`src/rtl/logical_pkg.sv`:
```
// Shared opcode and precision encodings
// for the SIMD lane logical unit.
package logical_pkg;

  localparam logic [3:0] OP_AND       = 4'h0;
  localparam logic [3:0] OP_OR        = 4'h1;
  localparam logic [3:0] OP_XOR       = 4'h2;
  localparam logic [3:0] OP_NOT       = 4'h3;
  localparam logic [3:0] OP_COPY      = 4'h4;
  localparam logic [3:0] OP_SEL_GT    = 4'h5;
  localparam logic [3:0] OP_SEL_EQ    = 4'h6;
  localparam logic [3:0] OP_SEL_LS    = 4'h7;
  localparam logic [3:0] OP_LSHIFT    = 4'h8;
  localparam logic [3:0] OP_ASHIFT    = 4'h9;
  localparam logic [3:0] OP_ROT_SHIFT = 4'hA;

  localparam logic PREC_16 = 1'b0;
  localparam logic PREC_32 = 1'b1;

  localparam logic DIR_LEFT  = 1'b0;
  localparam logic DIR_RIGHT = 1'b1;

  function automatic logic is_shift(
    input logic [3:0] op
  );
    return (op == OP_LSHIFT) ||
           (op == OP_ASHIFT) ||
           (op == OP_ROT_SHIFT);
  endfunction

endpackage

```
`src/rtl/logical_unit_shifter.sv`:
```
// Combinational shift/rotate datapath;
// result is already width-adjusted.
module logical_shifter
  import logical_pkg::*;
(
  input  logic [31:0] data,
  input  logic [4:0]  amt,
  input  logic        dir,
  input  logic [3:0]  op,
  input  logic        prec,
  output logic [31:0] result
);

  logic [4:0]  a;
  logic [5:0]  ra32;
  logic [4:0]  ra16;
  logic [15:0] d16;
  logic [31:0] lsl32, lsr32, asr32, rot32;
  logic [15:0] lsl16, lsr16, asr16, rot16;
  logic        is_l, is_a, is_r;

  assign a    = (prec == PREC_32) ? amt
                                  : {1'b0, amt[3:0]};
  assign ra32 = 6'd32 - {1'b0, a};
  assign ra16 = 5'd16 - a;
  assign d16  = data[15:0];

  assign lsl32 = data << a;
  assign lsr32 = data >> a;
  assign asr32 = $signed(data) >>> a;
  assign rot32 = (data >> a) | (data << ra32);

  assign lsl16 = d16 << a;
  assign lsr16 = d16 >> a;
  assign asr16 = $signed(d16) >>> a;
  assign rot16 = (d16 >> a) | (d16 << ra16);

  assign is_l = (op == OP_LSHIFT);
  assign is_a = (op == OP_ASHIFT);
  assign is_r = (op == OP_ROT_SHIFT);

  // Pick shift flavour; 16b arith right sign-extends
  always_comb begin
    result = 32'h0;
    unique case (1'b1)
      is_l: begin
        if (prec == PREC_32)
          result = dir ? lsr32 : lsl32;
        else
          result = {16'h0, dir ? lsr16 : lsl16};
      end
      is_a: begin
        if (prec == PREC_32)
          result = dir ? asr32 : lsl32;
        else if (dir == DIR_RIGHT)
          result = {{16{asr16[15]}}, asr16};
        else
          result = {16'h0, lsl16};
      end
      is_r: begin
        if (prec == PREC_32)
          result = rot32;
        else
          result = {16'h0, rot16};
      end
      default: result = 32'h0;
    endcase
  end

endmodule

```
`src/rtl/logical_unit.sv`:
```
// Single-cycle bitwise/select/shift unit
// for a SIMD lane; registered outputs.
module logical_unit
  import logical_pkg::*;
(
  input  logic        clk,
  input  logic        rst_n,
  input  logic        logical_vld_i,
  input  logic [3:0]  logical_op_i,
  input  logic        logical_precision_i,
  input  logic [31:0] logical_src0_i,
  input  logic [31:0] logical_src1_i,
  input  logic [2:0]  fpadd_status_i,
  input  logic        shift_dir_i,
  output logic        logical_done_o,
  output logic [31:0] logical_dst_o
);

  logic [31:0] s0, s1;
  logic [31:0] lres, lmask, sres, res;

  assign s0 = logical_src0_i;
  assign s1 = logical_src1_i;

  logical_shifter u_shift (
    .data   (s0),
    .amt    (s1[4:0]),
    .dir    (shift_dir_i),
    .op     (logical_op_i),
    .prec   (logical_precision_i),
    .result (sres)
  );

  // Bitwise and flag-driven select ops
  always_comb begin
    lres = 32'h0;
    case (logical_op_i)
      OP_AND:    lres = s0 & s1;
      OP_OR:     lres = s0 | s1;
      OP_XOR:    lres = s0 ^ s1;
      OP_NOT:    lres = ~s0;
      OP_COPY:   lres = s0;
      OP_SEL_GT: lres = fpadd_status_i[2] ? s0 : s1;
      OP_SEL_EQ: lres = fpadd_status_i[1] ? s0 : s1;
      OP_SEL_LS: lres = fpadd_status_i[0] ? s0 : s1;
      default:   lres = 32'h0;
    endcase
  end

  assign lmask = (logical_precision_i == PREC_32)
               ? lres : {16'h0, lres[15:0]};
  assign res   = is_shift(logical_op_i) ? sres
                                        : lmask;

  // Capture result and pulse done per valid beat
  always_ff @(posedge clk or negedge rst_n) begin
    if (!rst_n) begin
      logical_done_o <= 1'b0;
      logical_dst_o  <= 32'h0;
    end else begin
      logical_done_o <= logical_vld_i;
      if (logical_vld_i)
        logical_dst_o <= res;
    end
  end

endmodule

```
`config.mk`:
```
export PLATFORM = sky130hd
export DESIGN_NAME = logical_unit
export DESIGN_NICKNAME = d
export VERILOG_FILES = /design/src/rtl/logical_pkg.sv /design/src/rtl/logical_unit_shifter.sv /design/src/rtl/logical_unit.sv
export SDC_FILE = /design/constraint.sdc
export NUM_CORES = 1
export LEC_CHECK = 0
export ABC_AREA = 1
export CAP_MARGIN = 20
export CELL_PAD_IN_SITES_DETAIL_PLACEMENT = 1
export CELL_PAD_IN_SITES_GLOBAL_PLACEMENT = 1
export CORE_ASPECT_RATIO = 1.5
export CORE_MARGIN = 10
export CORE_UTILIZATION = 43
export CTS_BUF_LIST = sky130_fd_sc_hd__clkbuf_8
export DETAILED_ROUTE_END_ITERATION = 16
export PLACE_DENSITY = 0.87
export SLEW_MARGIN = 20
export SYNTH_ARGS = -nofsm -noshare
export SYNTH_HDL_FRONTEND = slang
export SYNTH_SLANG_ARGS = --single-unit
```
`constraint.sdc`:
```
create_clock -name clk -period 2.04 [get_ports clk]
set_input_delay 0.204 -clock clk [delete_from_list [all_inputs] [get_ports clk]]
set_output_delay 0.204 -clock clk [all_outputs]
set_load 0.005 [all_outputs]
```
==> impl_results.md, run 1 <==
* Outcome: aborted with a tool error
* Last stage: clock tree synthesis
* Tool error: [ERROR DPL-0033] detailed placement checks failed during check placement.
* Placed cell area at 14030 µm²
* Post-Syn Instances at 1895
* Total CTS buffers at 5
* Commonest register cell after synthesis: dfrtp_1
* Starting Density at 0.4339
* Clk sinks at 33
* Htree depth at 2
* Post-cts resize count at 287
* Final RePlAce weighted congestion at 1.164
* Area leader, netlist: nand2_1
* Post-CTS setup buffer count at 7
* Post-synthesis sequential area ratio at 0.08317
* Buffer depth of the longest clock path at 2
* Port bufs at 108
* Share of the synthesized area in the top cell type at 0.2510
* Post-synth EDFFs at 0
* Distinct cells, synth at 46
* Average cell area after synthesis at 5.240 µm²
* Clock root buffer: clkbuf_8
* Synth warnings at 0
* Cell area after synthesis at 9930 µm²
* CTS Hold Bufs at 0
* Cell row count at 68
* Most frequent cell after synthesis: nand2_1
* Main area contributors after synthesis: nand2_1 25%, nand3_1 19%, ha_1 8.4%
* Die width at 144.1 µm
* Syn nets at 2038
* Ys async rst share at 1.000
* Synth Register Bits at 33
* Post-DP HPWL at 62370 µm
* I/O pin cnt at 109
* Placed insts at 2555
* Chip height at 206.1 µm
* Top cells by count, synth: 664 x nand2_1, 378 x nand3_1, 144 x inv_1
==> kinds of logic after synthesis <==
kind of cell / count (synthesis) / synth area share
xor+xnor: 1 / 0.002773
buf+inv: 277 / 0.1203
compound gates: 288 / 0.1760
fa+ha+maj: 67 / 0.08443
simple gates: 1229 / 0.5333
flops: 33 / 0.08317
==> through the flow <==
step | worst slack (ns) | utilization | hold slack [ns]
3_5_place_dp | -1.004 | 0.6129 | 0.4812
3_3_place_gp | -0.8373 | 0.6129 | 0.4630
2_1_floorplan | -0.002292 | - | -0.09159
==> run 2, diff against run 1 <==
--- a/config.mk
+++ b/config.mk
@@ -7,14 +7,10 @@
 export LEC_CHECK = 0
 export ABC_AREA = 1
 export CAP_MARGIN = 20
-export CELL_PAD_IN_SITES_DETAIL_PLACEMENT = 1
-export CELL_PAD_IN_SITES_GLOBAL_PLACEMENT = 1
-export CORE_ASPECT_RATIO = 1.5
 export CORE_MARGIN = 10
-export CORE_UTILIZATION = 43
-export CTS_BUF_LIST = sky130_fd_sc_hd__clkbuf_8
+export CORE_UTILIZATION = 40
 export DETAILED_ROUTE_END_ITERATION = 16
-export PLACE_DENSITY = 0.87
+export PLACE_DENSITY_LB_ADDON = 0.15
 export SLEW_MARGIN = 20
 export SYNTH_ARGS = -nofsm -noshare
 export SYNTH_HDL_FRONTEND = slang
==> run 2 against run 1 <==
Net effect:
- the flow now finishes, with violations (negative setup slack)
- area after synthesis did not move
- synthesized cell count did not move
==> impl_results.md, run 2 <==
* Reg2Reg Setup Slack at 0.97 ns
* Final WL at 65110 µm
* Htree depth at 2 (unchanged)
* Total CTS buffers at 5 (unchanged)
* Mux cell area share after synthesis at 0 (unchanged)
* Fin crit share at 1.008
* Final count of hold timing violations at 0
* Critical Path AT at 2.26 ns
* Layout cell share with drive strength beyond 1 at 0.3073
* Slew @ Worst Pin at 0.5574 ns
* Cell row count at 57 (-16%)
* M1 GR Usage at 0.4886
* Most common cell after layout, fill and taps aside: nand2_1
* Synth warnings at 0 (unchanged)
* Sw Share at 0.4793
* Core area at 24390 µm²
* Top Registers: logical_dst_o: 32 flops, logical_done_o: 1 flops
* Max Cap Viol at 0
* Gr usage total at 0.3935
* Post-synthesis sequential area ratio at 0.08317 (unchanged)
* Largest net degree at the start of global routing at 34
* Clock Skew at 0 ns
* Post-Synth XOR/XNOR Area at 0.002772 (unchanged)
* WL per Instance at 24.06 µm
* Starting Density at 0.4071 (-0.02675)
* Area leader, netlist: nand2_1
* Final RePlAce weighted congestion at 1.139 (-2.1%)
* Met3 Use GR at 0.08904
* Max Clock Freq at 486.4 MHz
* WP data required at 2.25 ns
* Post-synth EDFFs at 0 (unchanged)
* CP Class: in -> reg
* Maximum VDD drop at 0.3276 mV
* Buffer depth of the longest clock path at 2 (unchanged)
* Clock slew at reported path FFs at 0.08 ns
* Pint at 0.003110 W
* Largest family of logic cells by synthesized area: simple AND/OR/NAND/NOR gates
* CTS Hold Bufs at 0 (unchanged)
* Clock Power Share at 0.170
* Most frequent cell after synthesis: nand2_1
* Failing checks: negative setup slack
* Worst-path maximum fanout at 4
* Slew Limit Fails at 0
* Area grow syn2layout at 61.44%
* Outcome: finished with violations
* Finish-stage setup viols at 1
* DRC Markers at 0
* Worst skew pair latency at 0.30 ns
* Chip height at 177.6 µm (-14%)
* Post-DP HPWL at 51910 µm (-17%)
* Power Dens Cells at 372.6 nW/µm²
* Most flop-heavy register: logical_dst_o
* CP peak stage delay at 0.28 ns
* Global route hottest layer: met2
* Total grt overflow at 0
* I/O pin cnt at 109 (unchanged)
* Clock root buffer: clkbuf_16
* Die width at 177.6 µm (+23%)
* Initial antenna violation count at 1
* Met2 usage at 0.5971
* Reg power frac at 0.135
* CP Launch Type: input pin
* Iter 0 DRT Violations at 2643
* Register area at 825.8 µm²
* Share of the synthesized area in the top cell type at 0.2510 (unchanged)
* Port bufs at 108 (unchanged)
* Vias/cell at 6.119
* Worst R2R Path Depth at 3
* # fillers at 2343
* Drt pass-1 iters at 8
* Cell area after layout at 16030 µm²
* Global-route wire length before repair at 94100 µm
* DR vias at 16560
* Switching power total at 0.002863 W
* CTS tree: done
* RSZ-0062 raised after global routing: yes
* Synth Area in Compound Gates at 0.1760 (unchanged)
* Ys async rst share at 1.000 (unchanged)
* CP Cell Sequence: dlygate4sd2_1 -> inv_1 -> nor2_4 -> inv_2 -> nor2_4 -> buf_12 -> nor2_4 -> inv_2 -> nand2_1 -> inv_1 -> buf_4 -> nand2_1 -> nand2_1 -> nor2_4 -> nand3_2 -> nand2_1 -> nand3_2 -> nand2_2 -> inv_1
* Average cell area after synthesis at 5.240 µm² (unchanged)
* Worst slew margin at 0.6284
* Reg2reg start: logical_dst_o[26]
* Vias in the first global route at 15490
* Crit end category: flip-flop
* Die area at 31530 µm²
* Most frequent cells in the layout: 611 x nand2_1, 430 x buf_4, 329 x nand3_1
* Final worst slack at -0.01583 ns
* Commonest register cell after synthesis: dfrtp_1
* Simple-Gate Fraction of Synth Area at 0.5333 (unchanged)
* Main area contributors after synthesis: nand2_1 25%, nand3_1 19%, ha_1 8.4%
* Post-Syn Instances at 1895 (unchanged)
* Final min period at 2.056 ns
* Placed cell area at 14620 µm² (+4.2%)
* Layout Nets at 2524
* Clk sinks at 33 (unchanged)
* Area of the multi-input gates at 8635 µm²
* N_diodes at 0
* Post-layout util at 0.6572
* Max FFs per register at 32
* Gate power share at 0.695
* Crit path max-delay cell type: dlygate4sd2_1
* Synth Register Bits at 33 (unchanged)
* Post-route ant nets at 0
* Worst r2r dst: logical_dst_o[26]
* Worst min path class: in -> async
* Post-synthesis adder-cell area fraction at 0.08443 (unchanged)
* Distinct cells, synth at 46 (unchanged)
* Leak at 8.493 nW
* Top cells by count, synth: 664 x nand2_1, 378 x nand3_1, 144 x inv_1
* Syn nets at 2038 (unchanged)
* Cell area after synthesis at 9930 µm² (unchanged)
## run 2: cell counts after synthesis
Identical to the previous run, type by type.
## run 2: metrics by stage
step / hold slack (ns) / setup TNS, ns / instances / setup slack [ns] / power, W
after detailed placement: 0.4992 / -24.69 / 2666 / -1.019 / 0.004485
after floorplan: -0.09159 / -0.002292 / 1895 / -0.002292 / 0.002517
after CTS: 0.3562 / -0.06939 / 2692 / -0.03979 / 0.005620
final: 0.3218 / -0.01583 / 2706 / -0.01583 / 0.005973
after global placement: 0.4899 / -23.94 / 2666 / -0.9425 / 0.004443
after global routing: 0.3655 / -0.3820 / 2706 / -0.08184 / 0.006223
## run 2: layout make-up
type / instances / share of cell area
inverter: 161 / 0.04012
tap: 324 / 0.02529
clock inverter: 2 / 0.002342
sequential: 33 / 0.05151
clock buffer: 6 / 0.008664
timing repair buffer: 595 / 0.3334
multi-input combinational: 1585 / 0.5386
## run 2: metal layers
| layer | share of wire | up-vias |
|---|---|---|
| li1 | - | 7319 |
| met1 | 0.37 | 7550 |
| met2 | 0.42 | 1367 |
| met3 | 0.13 | 320 |
| met4 | 0.082 | 2 |
| met5 | 0.00020 | - |
## run 2: worst max path at each step
stage	start	to	depth (start not counted)
6_report	logical_op_i[3]	logical_dst_o[25]	19
5_1_grt	logical_op_i[3]	logical_dst_o[7]	17
3_5_place_dp	logical_src1_i[0]	logical_dst_o[4]	17
2_1_floorplan	logical_src1_i[1]	logical_dst_o[31]	18
3_3_place_gp	logical_src1_i[0]	logical_dst_o[4]	17
4_1_cts	logical_src0_i[9]	logical_dst_o[5]	16
## run 2: kinds of logic (layout without fill, tap and decap cells)
| group | count (synthesis) | count (layout) |
|---|---|---|
| buffers and inverters | 277 | 764 |
| and+or+nand+nor | 1229 | 1229 |
| DFF | 33 | 33 |
| xor gates and xnor gates | 1 | 1 |
| adders and majority gates | 67 | 67 |
| AOI/OAI and AO/OA | 288 | 288 |
## run 2: what timing repair did
action                     4_1_cts  5_1_grt
buffers inserted                13       12
pin swaps                       23       52
resized for setup              134      152
setup endpoints to repair       32       32
cloned                           5        3
## run 2: power by group through the flow
stage | Combinational, W | Clock [W] | Sequential [W]
global route | 0.00439 | 0.00102 | 0.000812
floorplan | 0.00173 | 0 | 0.000792
global placement | 0.00363 | 0 | 0.000813
CTS | 0.00381 | 0.00101 | 0.000804
detailed placement | 0.00367 | 0 | 0.000812
finish | 0.00415 | 0.00101 | 0.000807
## run 2: worst max-delay path, delay by kind of cell
family | cells | cell delay, ns
buffers and inverters | 8 | 0.94
AND/OR/NAND/NOR | 11 | 1.10
(Power assumes the default switching activity.)
==> run 3, diff against run 2 <==
--- a/config.mk
+++ b/config.mk
@@ -6,9 +6,10 @@
 export NUM_CORES = 1
 export LEC_CHECK = 0
 export ABC_AREA = 1
-export CAP_MARGIN = 20
+export CELL_PAD_IN_SITES_DETAIL_PLACEMENT = 1
+export CELL_PAD_IN_SITES_GLOBAL_PLACEMENT = 2
 export CORE_MARGIN = 10
-export CORE_UTILIZATION = 40
+export CORE_UTILIZATION = 32
 export DETAILED_ROUTE_END_ITERATION = 16
 export PLACE_DENSITY_LB_ADDON = 0.15
 export SLEW_MARGIN = 20
==> run 3 against run 2 <==
Net effect:
- the run still ends with negative setup slack left
- setup slack got worse by 0.080 ns
- via count decreased by 1.6%
- sequential share of layout area decreased by 0.065 points
- clock power decreased by 11%
- largest power group unchanged
==> impl_results.md, run 3 (synthesis results as in run 2) <==
* Finish-stage setup viols at 2 (+1)
* Top Registers: logical_dst_o: 32 flops, logical_done_o: 1 flops
* Worst slew margin at 0.6328 (+0.004334)
* Power Dens Cells at 369.2 nW/µm² (-0.91%)
* Minimum hold slack at 0.3452 ns (+0.02334 ns)
* Final RePlAce weighted congestion at 1.144 (+0.46%)
* Max Cap Viol at 0 (unchanged)
* Clock root buffer: clkbuf_16
* Crit-path most repeated cell: inv_1
* Pre-CTS WS at -1.071 ns (-0.05189 ns)
* Layout Nets at 2500 (-0.95%)
* Buffer depth of the longest clock path at 2 (unchanged)
* Worst skew pair latency at 0.29 ns (about the same)
* Cell area after layout at 16230 µm² (+1.3%)
* Final count of hold timing violations at 0 (unchanged)
* Drt pass-1 iters at 5 (-3)
* WL per Instance at 26.32 µm (+9.4%)
* Crit path max-delay cell type: nor2_2
* Vias/cell at 5.914 (-3.4%)
* Chip height at 196.2 µm (+10%)
* Total CTS buffers at 5 (unchanged)
* DR vias at 16290 (-1.6%)
* RSZ-0062 raised after global routing: yes
* CTS tree: done
* Most flop-heavy register: logical_dst_o
* M1 GR Usage at 0.4476 (-0.04093)
* Slew Limit Fails at 0 (unchanged)
* Max Clock Freq at 468.1 MHz (-3.8%)
* Die area at 38470 µm² (+22%)
* WP data required at 2.22 ns (-0.03 ns)
* CP Launch Type: input pin
* Total grt overflow at 0 (unchanged)
* Post-layout util at 0.5307 (-0.1265)
* Final WL at 72500 µm (+11%)
* Leak at 8.436 nW (-0.67%)
* Outcome: finished with violations
* Gr usage total at 0.3563 (-0.03721)
* Crit end category: flip-flop
* # fillers at 4201 (+79%)
* CTS Hold Bufs at 0 (unchanged)
* Failing checks: negative setup slack
* Cell row count at 64 (+12%)
* Layout cell share with drive strength beyond 1 at 0.3265 (+0.01924)
* Critical Path AT at 2.31 ns (+0.05 ns)
* Post-DP HPWL at 58630 µm (+13%)
* Area grow syn2layout at 63.50%
* Global route hottest layer: met2
* CP Cell Sequence: clkdlybuf4s15_1 -> buf_6 -> inv_1 -> ha_4 -> a211oi_2 -> o211ai_1 -> nor2_2 -> nand4_1 -> nand2_1 -> inv_1
* Final worst slack at -0.09623 ns (-0.08040 ns)
* Htree depth at 2 (unchanged)
* Met2 usage at 0.5606 (-0.03655)
* Met3 Use GR at 0.05047 (-0.03857)
* Port bufs at 108 (unchanged)
* Global-route wire length before repair at 104500 µm (+11%)
* Worst min path class: in -> async
* Largest net degree at the start of global routing at 41 (+21%)
* Clock Skew at 0 ns (unchanged)
* Die width at 196.2 µm (+10%)
* Clk sinks at 33 (unchanged)
* I/O pin cnt at 109 (unchanged)
* Clock slew at reported path FFs at 0.06 ns (-0.02 ns)
* Worst-path maximum fanout at 9 (+5)
* CP peak stage delay at 0.32 ns (+0.04 ns)
* Starting Density at 0.3246 (-0.08249)
* DRC Markers at 0 (unchanged)
* Initial antenna violation count at 1 (unchanged)
* Setup TNS at -0.1049 ns (-0.08903 ns)
* Iter 0 DRT Violations at 1649 (-38%)
* Slew @ Worst Pin at 0.5485 ns (-0.008915 ns)
* Final min period at 2.136 ns (+0.08040 ns)
* Post-route ant nets at 0 (unchanged)
* Max FFs per register at 32 (unchanged)
* Maximum VDD drop at 0.3967 mV (+21%)
* CP Class: in -> reg
* Most frequent cells in the layout: 571 x nand2_1, 384 x buf_4, 319 x nand3_1
* Vias in the first global route at 16490 (+6.4%)
* Core area at 30590 µm² (+25%)
* N_diodes at 0 (unchanged)
* Fin crit share at 1.047 (+0.03941)
* Most common cell after layout, fill and taps aside: nand2_1
* Placed cell area at 14530 µm² (-0.65%)
-- run 3: path summary, 6_finish.rpt --
check | to | cells after the start | startpoint | slack [ns]
worst max-delay path | logical_dst_o[4] | 10 | logical_src1_i[4] | -0.1
worst min-delay path | logical_dst_o[1] | 2 | rst_n | 0.35
worst max register to register | logical_dst_o[21] | 3 | logical_dst_o[21] | 0.98
worst min register to register | logical_dst_o[8] | 2 | logical_dst_o[8] | 0.49
max in group asynchronous | logical_dst_o[29] | 2 | rst_n | 1.36
min in group clk | logical_dst_o[8] | 2 | logical_dst_o[8] | 0.49
-- run 3: what timing repair did --
action,in CTS,in global routing
resized for setup,210,205
setup buffers,10,16
gates cloned,1,5
hold endpoints to repair,0,0
pin swaps,35,41
setup endpoints to repair,32,32
-- run 3: layout make-up --
type                       instances  area (µm²)  share of cell area
clock buffer                       5       125.1            0.007707
sequential                        33       825.8             0.05087
multi-input combinational       1585        8927              0.5499
clock inverter                     3       46.29            0.002852
inverter                         161       643.1             0.03961
tap                              396       495.5             0.03052
timing repair buffer             571        5171              0.3185
-- run 3: worst max-delay path: cells and delay by family --
family / cells / cell delay, ns
AO/OA/AOI/OAI: 2 / 0.46
buffers and inverters: 4 / 0.66
adder cells (fa/ha/maj): 1 / 0.25
AND/OR/NAND/NOR: 3 / 0.72
-- run 3: power by group --
part	switching, W	internal (W)	leakage (nW)
Combinational	0.00255	0.00174	7.96
Clock	0.000324	0.000579	0.0800
Sequential	0.0000712	0.000736	0.396
Total	0.00294	0.00305	8.44
-- run 3: layer usage --
layer	wire length, µm	part of all wire	vias to the layer above
met4	5630	0.078	2
met3	5642	0.078	221
met1	29400	0.41	7952
li1	-	-	7260
met2	31820	0.44	851
met5	14	0.00019	-
-- run 3: metrics by stage --
step	instances	power, W
after detailed placement	2715	0.004589
after floorplan	1895	0.002517
after global placement	2715	0.004512
after global routing	2754	0.006305
after CTS	2734	0.005656
final	2754	0.005994
==> run 4, diff against run 3 <==
--- a/config.mk
+++ b/config.mk
@@ -6,12 +6,14 @@
 export NUM_CORES = 1
 export LEC_CHECK = 0
 export ABC_AREA = 1
+export ABC_CLOCK_PERIOD_IN_PS = 2040
 export CELL_PAD_IN_SITES_DETAIL_PLACEMENT = 1
 export CELL_PAD_IN_SITES_GLOBAL_PLACEMENT = 2
 export CORE_MARGIN = 10
 export CORE_UTILIZATION = 32
 export DETAILED_ROUTE_END_ITERATION = 16
 export PLACE_DENSITY_LB_ADDON = 0.15
+export SKIP_CTS_REPAIR_TIMING = 1
 export SLEW_MARGIN = 20
 export SYNTH_ARGS = -nofsm -noshare
 export SYNTH_HDL_FRONTEND = slang
==> run 4 against run 3 <==
Net effect:
- the run still ends with negative setup slack left
- maximum frequency is 1.3% higher
- utilization is 0.59 points higher
- via count is 0.18% lower
- die area stayed put
- global-route usage is 0.76 points lower
- combinational power is 2% higher
- setup slack better by 0.028 ns
- critical path type unchanged
- sequential share of layout area is 0.056 points lower
- cell area is 1.1% higher
- wire length is 0.87% higher
- first-iteration DRC count is 8.7% lower
- critical endpoint unchanged
==> impl_results.md, run 4 (synthesis results as in run 2) <==
* Outcome: finished with violations
* Failing checks: negative setup slack
* CTS tree: done
* Chip height at 196.2 µm (unchanged)
* WP data required at 2.22 ns (about the same)
* Worst-path maximum fanout at 9 (unchanged)
* Top Registers: logical_dst_o: 32 flops, logical_done_o: 1 flops
* Design Power at 0.006082 W (+1.5%)
* Cell area after layout at 16420 µm² (+1.1%)
* Worst R2R Path Depth at 3 (unchanged)
* Final worst slack at -0.06815 ns (+0.02809 ns)
* Met3 Use GR at 0.06104 (+0.01057)
* Placed cell area at 14530 µm² (unchanged)
* Die area at 38470 µm² (unchanged)
* Layout cell share with drive strength beyond 1 at 0.3246 (-0.001961)
* Max Cap Viol at 0 (unchanged)
* M1 GR Usage at 0.4341 (-0.01356)
* Max FFs per register at 32 (unchanged)
* Pre-CTS WS at -1.071 ns (unchanged)
* CP Launch Type: input pin
* Sw Share at 0.4893 (-0.001809)
* Area grow syn2layout at 65.32%
* Leak at 8.660 nW (+2.7%)
* Setup TNS at -0.07278 ns (+0.03209 ns)
* CP Class: in -> reg
* Vias/cell at 5.888 (-0.43%)
* Post-route ant nets at 0 (unchanged)
* Most frequent cells in the layout: 572 x nand2_1, 390 x buf_4, 318 x nand3_1
* Htree depth at 2 (unchanged)
* Crit end category: flip-flop
* Gate power share at 0.720 (+0.005)
* Iter 0 DRT Violations at 1505 (-8.7%)
* Worst slew margin at 0.6459 (+0.01319)
* Placed insts at 2715 (unchanged)
* Die width at 196.2 µm (unchanged)
* Clock Power Share at 0.148 (-0.003)
* Global route hottest layer: met2
* Initial antenna violation count at 2 (+1)
* Final min period at 2.108 ns (-0.02809 ns)
* Post-Layout Cell Count at 2761 (+0.25%)
* Port bufs at 108 (unchanged)
* Final RePlAce weighted congestion at 1.144 (unchanged)
* I/O pin cnt at 109 (unchanged)
* Clock root buffer: clkbuf_16
* Met2 usage at 0.5440 (-0.01657)
* Layout Nets at 2505 (+0.20%)
* Cell row count at 64 (unchanged)
* Reg2reg start: logical_dst_o[21]
* Gr usage total at 0.3487 (-0.007586)
* Clock Skew at 0 ns (unchanged)
* Core area at 30590 µm² (unchanged)
* Slew Limit Fails at 0 (unchanged)
* Starting Density at 0.3246 (unchanged)
* Total CTS buffers at 5 (unchanged)
* Worst skew pair latency at 0.29 ns (about the same)
* Critical Path AT at 2.28 ns (-0.03 ns)
* Total grt overflow at 0 (unchanged)
* Buffer depth of the longest clock path at 2 (unchanged)
* Worst r2r dst: logical_dst_o[21]
* Post-DP HPWL at 58630 µm (unchanged)
* Global-route wire length before repair at 102000 µm (-2.4%)
* Drt pass-1 iters at 6 (+1)
* Clock slew at reported path FFs at 0.06 ns (about the same)
* Power Dens Cells at 370.5 nW/µm² (+0.34%)
* Max Clock Freq at 474.4 MHz (+1.3%)
* Maximum VDD drop at 0.4058 mV (+2.3%)
* Finish-stage setup viols at 2 (unchanged)
* Most common cell after layout, fill and taps aside: nand2_1
* Largest net degree at the start of global routing at 41 (unchanged)
* Clk sinks at 33 (unchanged)
* Reg power frac at 0.132 (-0.003)
* Slew @ Worst Pin at 0.5288 ns (-0.01970 ns)
* Switching power total at 0.002976 W (+1.1%)
* Fin crit share at 1.033 (-0.01377)
* DRC Markers at 0 (unchanged)
* Worst min path class: in -> async
* Vias in the first global route at 16110 (-2.3%)
* Final WL at 73130 µm (+0.87%)
* RSZ-0062 raised after global routing: yes
* Final count of hold timing violations at 0 (unchanged)
* Pint at 0.003106 W (+1.8%)
* Reg2Reg Setup Slack at 1.00 ns (+0.02 ns)
* DR vias at 16260 (-0.18%)
* WL per Instance at 26.49 µm (+0.61%)
* Most flop-heavy register: logical_dst_o
[run 4: cell count changes in the layout (fill, tap and decap cells not counted), sizes merged]
| cell | previous run | this run |
|---|---|---|
| buf | 462 | 464 |
| clkbuf | 19 | 17 |
| clkdlybuf4s15 | 1 | 0 |
| clkdlybuf4s50 | 63 | 65 |
| clkinv | 3 | 6 |
| clkinvlp | 2 | 1 |
| diode | 0 | 2 |
| dlygate4sd2 | 22 | 0 |
| dlymetal6s2s | 9 | 33 |
[run 4: critical path, stage by stage]
cell and delay, ns:
clkdlybuf4s50_1 0.49, o22ai_1 0.09, inv_1 0.07, o21ai_2 0.08
buf_4 0.19, nand2_1 0.11, o211ai_1 0.22, nor2_2 0.33
nand4_1 0.29, nand2_1 0.15, inv_1 0.05
[run 4: worst max-delay path by stage]
stage / start / to / slack (ns) / cells after the start
global route: logical_src1_i[10] / logical_dst_o[10] / -0.10 / 8
global placement: logical_src1_i[0] / logical_dst_o[10] / -1.05 / 17
floorplan: logical_src1_i[1] / logical_dst_o[31] / -0.002 / 18
detailed placement: logical_src1_i[0] / logical_dst_o[10] / -1.07 / 17
finish: fpadd_status_i[2] / logical_dst_o[4] / -0.07 / 11
CTS: logical_src1_i[0] / logical_dst_o[10] / -0.78 / 17
[run 4: cell type report]
cell class | count | area, µm²
timing repair buffer | 574 | 5330
antenna | 2 | 5.005
sequential | 33 | 825.8
clock buffer | 5 | 125.1
fill | 4183 | 14170
clock inverter | 3 | 46.29
tap | 396 | 495.5
timing repair inverter | 2 | 13.76
inverter | 161 | 659.4
multi-input combinational | 1585 | 8915
[run 4: metrics by stage]
stage,hold WS [ns],utilization
5_1_grt,0.3849,0.5365
4_1_cts,0.3634,0.4806
3_5_place_dp,0.4746,0.4750
2_1_floorplan,-0.09159,-
6_report,0.3508,0.5366
3_3_place_gp,0.4649,0.4750
[run 4: layer usage]
metal  up-vias  part of all wire
met1      7937              0.39
met3       217             0.090
li1       7276                 -
met2       825              0.44
met4         2             0.076
met5         -           0.00015
[run 4: power groups by stage]
| stage | combinational [W] | clock [W] | sequential (W) |
|---|---|---|---|
| 2_1_floorplan | 0.00173 | 0 | 0.000792 |
| 3_3_place_gp | 0.00370 | 0 | 0.000811 |
| 3_5_place_dp | 0.00378 | 0 | 0.000810 |
| 4_1_cts | 0.00380 | 0.000907 | 0.000803 |
| 5_1_grt | 0.00464 | 0.000945 | 0.000812 |
| 6_report | 0.00438 | 0.000900 | 0.000805 |
==> patch 1 (flow settings as in run 2) <==
Make the reset (`rst_n`) synchronous in one clocked block.
--- a/src/rtl/logical_unit.sv
+++ b/src/rtl/logical_unit.sv
@@ -54,5 +54,5 @@
 
   // Capture result and pulse done per valid beat
-  always_ff @(posedge clk or negedge rst_n) begin
+  always_ff @(posedge clk) begin
     if (!rst_n) begin
       logical_done_o <= 1'b0;
Check against the original RTL: differs if rst_n is asserted again (counterexample within 4 cycles, from zero or initial values and one cycle with rst_n low); with rst_n held inactive, the same outputs for 4 cycles.
==> patch 1 against run 2 <==
- the flow still finishes with violations (negative setup slack)
- combinational power grew 4%
- sequential cell count unchanged
- via count down 0.43%
- routed wire length rose by 0.26%
- area after synthesis increased by 1.5%
- cell area up 2.4%
- largest power group unchanged
- register-to-register slack got worse by 0.19 ns
- worst setup slack lost 0.085 ns
- count of clock-buffer cells in the layout shrank 1
- sequential share of layout area fell by 1.1 points
- clock power grew 4%
- total power grew 1.8%
==> patch 1: results (changes against run 2) <==
status=finished, violations left; Placement Cell Area=13,900 µm² (-5.1%); Synth Net Count=2,111 (+3.6%); relative slew slack=63.2% (+0.34 points); met1 Use GR=47.8% (-1.1 points); placed cell count=2,649 (-0.64%); number of global-route vias before repair=15,222 (-1.8%); post-DP HPWL=50,600 µm (-2.5%); Worst-Skew Late Latency=0.28 ns (-0.02 ns); Fillers=2,333 (-0.43%); number of distinct library cells after synthesis=44 (-4.3%); setup ws final=-0.101 ns (-0.0850 ns); HP Class=reg2reg; CP max stage cell=nand3_2; ratio of cells with drive above 1 in the final layout=34.0% (+3.3 points); worst vdd ir=0.436 mV (+33%); met3 GRT Util=10.2% (+1.2 points); count of final setup violators=5 (+4); RePlAce Congestion=1.20 (+5.2%); grt met2 use=58.2% (-1.5 points); largest net degree at the start of global routing=45 (+32%); top cells by area, synth=nand2_1 25%, nand3_1 24%, ha_1 8.3%; r2r setup slk=0.78 ns (-0.19 ns); Syn Area/Cell=5.12 µm² (-2.2%); DR vias=16,487 (-0.43%); Fin Hold WS=0.525 ns (+0.204 ns); Async SR Flop Fraction=0% (-100 points); final non-filler cell total=2,701 (-0.18%); failing checks=negative setup slack; most frequent cells after synthesis=670 x nand2_1, 474 x nand3_1, 157 x inv_1; clk slew on worst S/H paths=0.06 ns (-0.02 ns); Static Leak=8.64 nW (+1.8%)
==> patch 1: cell families (layout without fill, tap and decap cells) <==
group,Yosys count,after routing,synth area share (%)
XOR/XNOR,1,1,0.273
adder cells (fa/ha/maj),67,67,8.31
AO/OA/AOI/OAI,240,240,14.5
flip-flops,33,33,6.55
AND/OR/NAND/NOR,1331,1331,57.5
buffers and inverters,296,699,12.9
==> patch 1: tightest hold or removal path, stage by stage (launching register included) <==
cell and delay (ns):
dfxtp_1 0.31, nand2_1 0.05, nand2_1 0.04, nand2_1 0.05
inv_1 0.03
==> patch 1: area by class of cell <==
class	count	area (µm²)	area share [%]
Clock inverter	3	65.1	0.396
Inverter	180	716	4.36
Sequential cell	33	661	4.03
Timing Repair Buffer	510	4670	28.4
Tap cell	330	413	2.52
Multi-Input combinational cell	1639	9760	59.5
Clock buffer	5	125	0.762
Timing Repair inverter	1	8.76	0.0534
==> patch 1: metrics by stage <==
step                setup slack, ns  setup TNS (ns)  utilization, %
detailed placement           -0.826          -22.20            55.6
global placement             -0.810          -21.50            55.6
global route                 -0.145           -1.34            65.7
CTS                         -0.0125         -0.0440            60.9
finish                       -0.101          -0.239            65.7
floorplan                    0.0129               0               -
==> patch 1: routing by layer <==
layer	wire length [µm]	part of all wire, %
met1	24300	37
met2	26900	41
met3	7880	12
met4	6130	9.4
met5	11	0.017
==> patch 1: what timing repair did <==
| item | CTS | global route |
|---|---|---|
| resized for setup | 237 | 277 |
| setup buffers | 22 | 15 |
| setup endpoints to repair | 32 | 32 |
| cloned | 8 | 1 |
| pin swaps | 56 | 100 |
==> patch 1: power breakdown <==
group          internal (mW)  leakage (nW)  switching, mW
clock network          0.700        0.0938          0.351
logic                   1.71          8.28           2.59
registers              0.695         0.273         0.0352
total                   3.10          8.64           2.98
==> patch 1: path summary, 6_finish.rpt <==
path / startpoint / to / cells past startpoint
worst max-delay path: logical_src1_i[0] / logical_dst_o[17] / 17
worst min-delay path: logical_dst_o[3] / logical_dst_o[3] / 4
worst max register to register: logical_dst_o[1] / logical_dst_o[1] / 4
worst min register to register: logical_dst_o[3] / logical_dst_o[3] / 4
==> patch 2 (flow settings as in run 2) <==
Made on the original files. Register the output `logical_dst_o` once more, with the module's reset; this adds one clock of latency there. The other outputs are not delayed to match.
--- a/src/rtl/logical_unit.sv
+++ b/src/rtl/logical_unit.sv
@@ -16,4 +16,6 @@
   output logic [31:0] logical_dst_o
 );
+
+  logic [31:0] logical_dst_s0;
 
   logic [31:0] s0, s1;
@@ -57,9 +59,17 @@
     if (!rst_n) begin
       logical_done_o <= 1'b0;
-      logical_dst_o  <= 32'h0;
+      logical_dst_s0 <= 32'h0;
     end else begin
       logical_done_o <= logical_vld_i;
       if (logical_vld_i)
-        logical_dst_o <= res;
+        logical_dst_s0 <= res;
+    end
+  end
+
+  always_ff @(posedge clk or negedge rst_n) begin
+    if (!rst_n) begin
+      logical_dst_o <= '0;
+    end else begin
+      logical_dst_o <= logical_dst_s0;
     end
   end
Check against the original RTL: not equivalent (Yosys sat finds a counterexample within 4 cycles, from zero or initial values and one cycle with rst_n low).
==> patch 2 against run 2 <==
- the flow still finishes with violations (negative setup slack)
- clock power grew 72%
- area after synthesis grew 17%
- routed wire length rose by 16%
- sequential cell count up 32
- cell area is 10% higher
- total power up 31%
- non-clock buffer count rose by 8
- sequential share of layout area increased by 4.0 points
- largest power group unchanged
- worst setup slack lost 0.0053 ns
==> patch 2: results (changes against run 2) <==
status=finished, violations left; failing checks=negative setup slack; mean routed wirelength per cell=25.5 µm (+5.8%); CTS H-tree lvls=3 (+1); relative slew slack=58.7% (-4.2 points); CP arrival=2.36 ns (+0.10 ns); Synth Area in Compound Gates=16.1% (-1.5 points); count of final setup violators=1 (unchanged); DR iter-0 viols=2,785 (+5.4%); postcts setup bufs=6 (-7); Critical Path Source=logical_op_i[0]; worst reg2reg startpoint=logical_dst_s0[29]; initial antenna violation count=0 (-1); Placement Cell Area=16,300 µm² (+11%); setup ws final=-0.0212 ns (-0.00534 ns); Static Leak=9.34 nW (+10%); post-cts resize count=90 (-33%); XOR/XNOR Fraction of Synth Area=0% (-0.28 points); critical path's top delay family=simple AND/OR/NAND/NOR gates; sw power=3.58 mW (+25%); Setup WS pre-CTS=-0.966 ns (+0.0535 ns); final setup skew=0.0145 ns (+0.0145 ns); first-pass GRT wire length=107,000 µm (+14%); Top Registers=logical_dst_o (32), logical_dst_s0 (32), logical_done_o (1); final non-filler cell total=2,955 (+9.2%); CTS buffer count=9 (+4); CP max stage cell=buf_4; area of the multi-input gates=9210 µm² (+6.6%); largest net degree at the start of global routing=66 (+94%); top cells by area, synth=nand2_1 23%, nand3_1 17%, dfrtp_1 14%; Synth Net Count=2,224 (+9.1%); post-DP HPWL=59,300 µm (+14%); HP Class=reg2reg; worst vdd ir=0.409 mV (+25%); RePlAce Congestion=1.17 (+3.1%); clock tree buffer depth=2 (unchanged); Synth Area in Adders=7.24% (-1.2 points); final net count=2,709 (+7.3%); placed cell count=2,906 (+9.0%); Worst-Skew Late Latency=0.36 ns (+0.06 ns); register area share after synthesis=14.0% (+5.7 points); Critical Path Max Stage Delay=0.43 ns (+0.15 ns); most frequent cells after synthesis=712 x nand2_1, 388 x nand3_1, 152 x inv_1; hold-fix buffers at CTS=1 (+1); Fillers=2,646 (+13%); Synth Instances=2,081 (+9.8%); ratio of cells with drive above 1 in the final layout=29.9% (-0.82 points); Global Route Usage Sum=39.3% (about the same)
## patch 2: cell types whose count changed after synthesis, sizes merged, moves of 17 or more
cell,delta
o22ai,+31
nand2,+70
a21oi,+62
o211ai,-20
dfrtp,+32
o21ai,-44
a32oi,+22
a211oi,-17
## patch 2: path summary, 6_finish.rpt
kind | endpoint | slack [ns] | cells after the start
worst max-delay path | logical_dst_s0[31] | -0.02 | 12
worst min-delay path | logical_dst_o[7] | 0.37 | 0
worst max register to register | logical_dst_s0[29] | 1.06 | 3
worst min register to register | logical_dst_o[7] | 0.37 | 0
max in group asynchronous | logical_dst_s0[30] | 1.29 | 3
min in group asynchronous | logical_dst_s0[4] | 0.41 | 3
## patch 2: final cells by class
cell class	count	share of cell area (%)
multi-input cells	1713	52.0
repair buffers	603	30.4
inverters	174	3.94
clock inverters	7	0.466
well taps	384	2.71
clock buffers	9	1.27
flip-flops and latches	65	9.19
## patch 2: power groups by stage
| stage | combinational [mW] | clock, mW | sequential, mW |
|---|---|---|---|
| final | 4.54 | 1.74 | 1.54 |
| after global routing | 4.78 | 1.78 | 1.55 |
| after CTS | 4.12 | 1.74 | 1.54 |
| after detailed placement | 4.05 | 0 | 1.56 |
| after global placement | 4.01 | 0 | 1.56 |
| after floorplan | 1.89 | 0 | 1.53 |
## patch 2: cells by family after synthesis
| logic type | Yosys count |
|---|---|
| compound gates | 308 |
| fa+ha+maj | 67 |
| buf+inv | 303 |
| flops | 65 |
| simple gates | 1338 |
## patch 2: metal layers
| metal | GRT usage, % | part of all wire [%] |
|---|---|---|
| met1 | 48.9 | 38 |
| met2 | 58.7 | 41 |
| met3 | 9.81 | 12 |
| met4 | 27.4 | 9.3 |
| met5 | 0 | 0 |
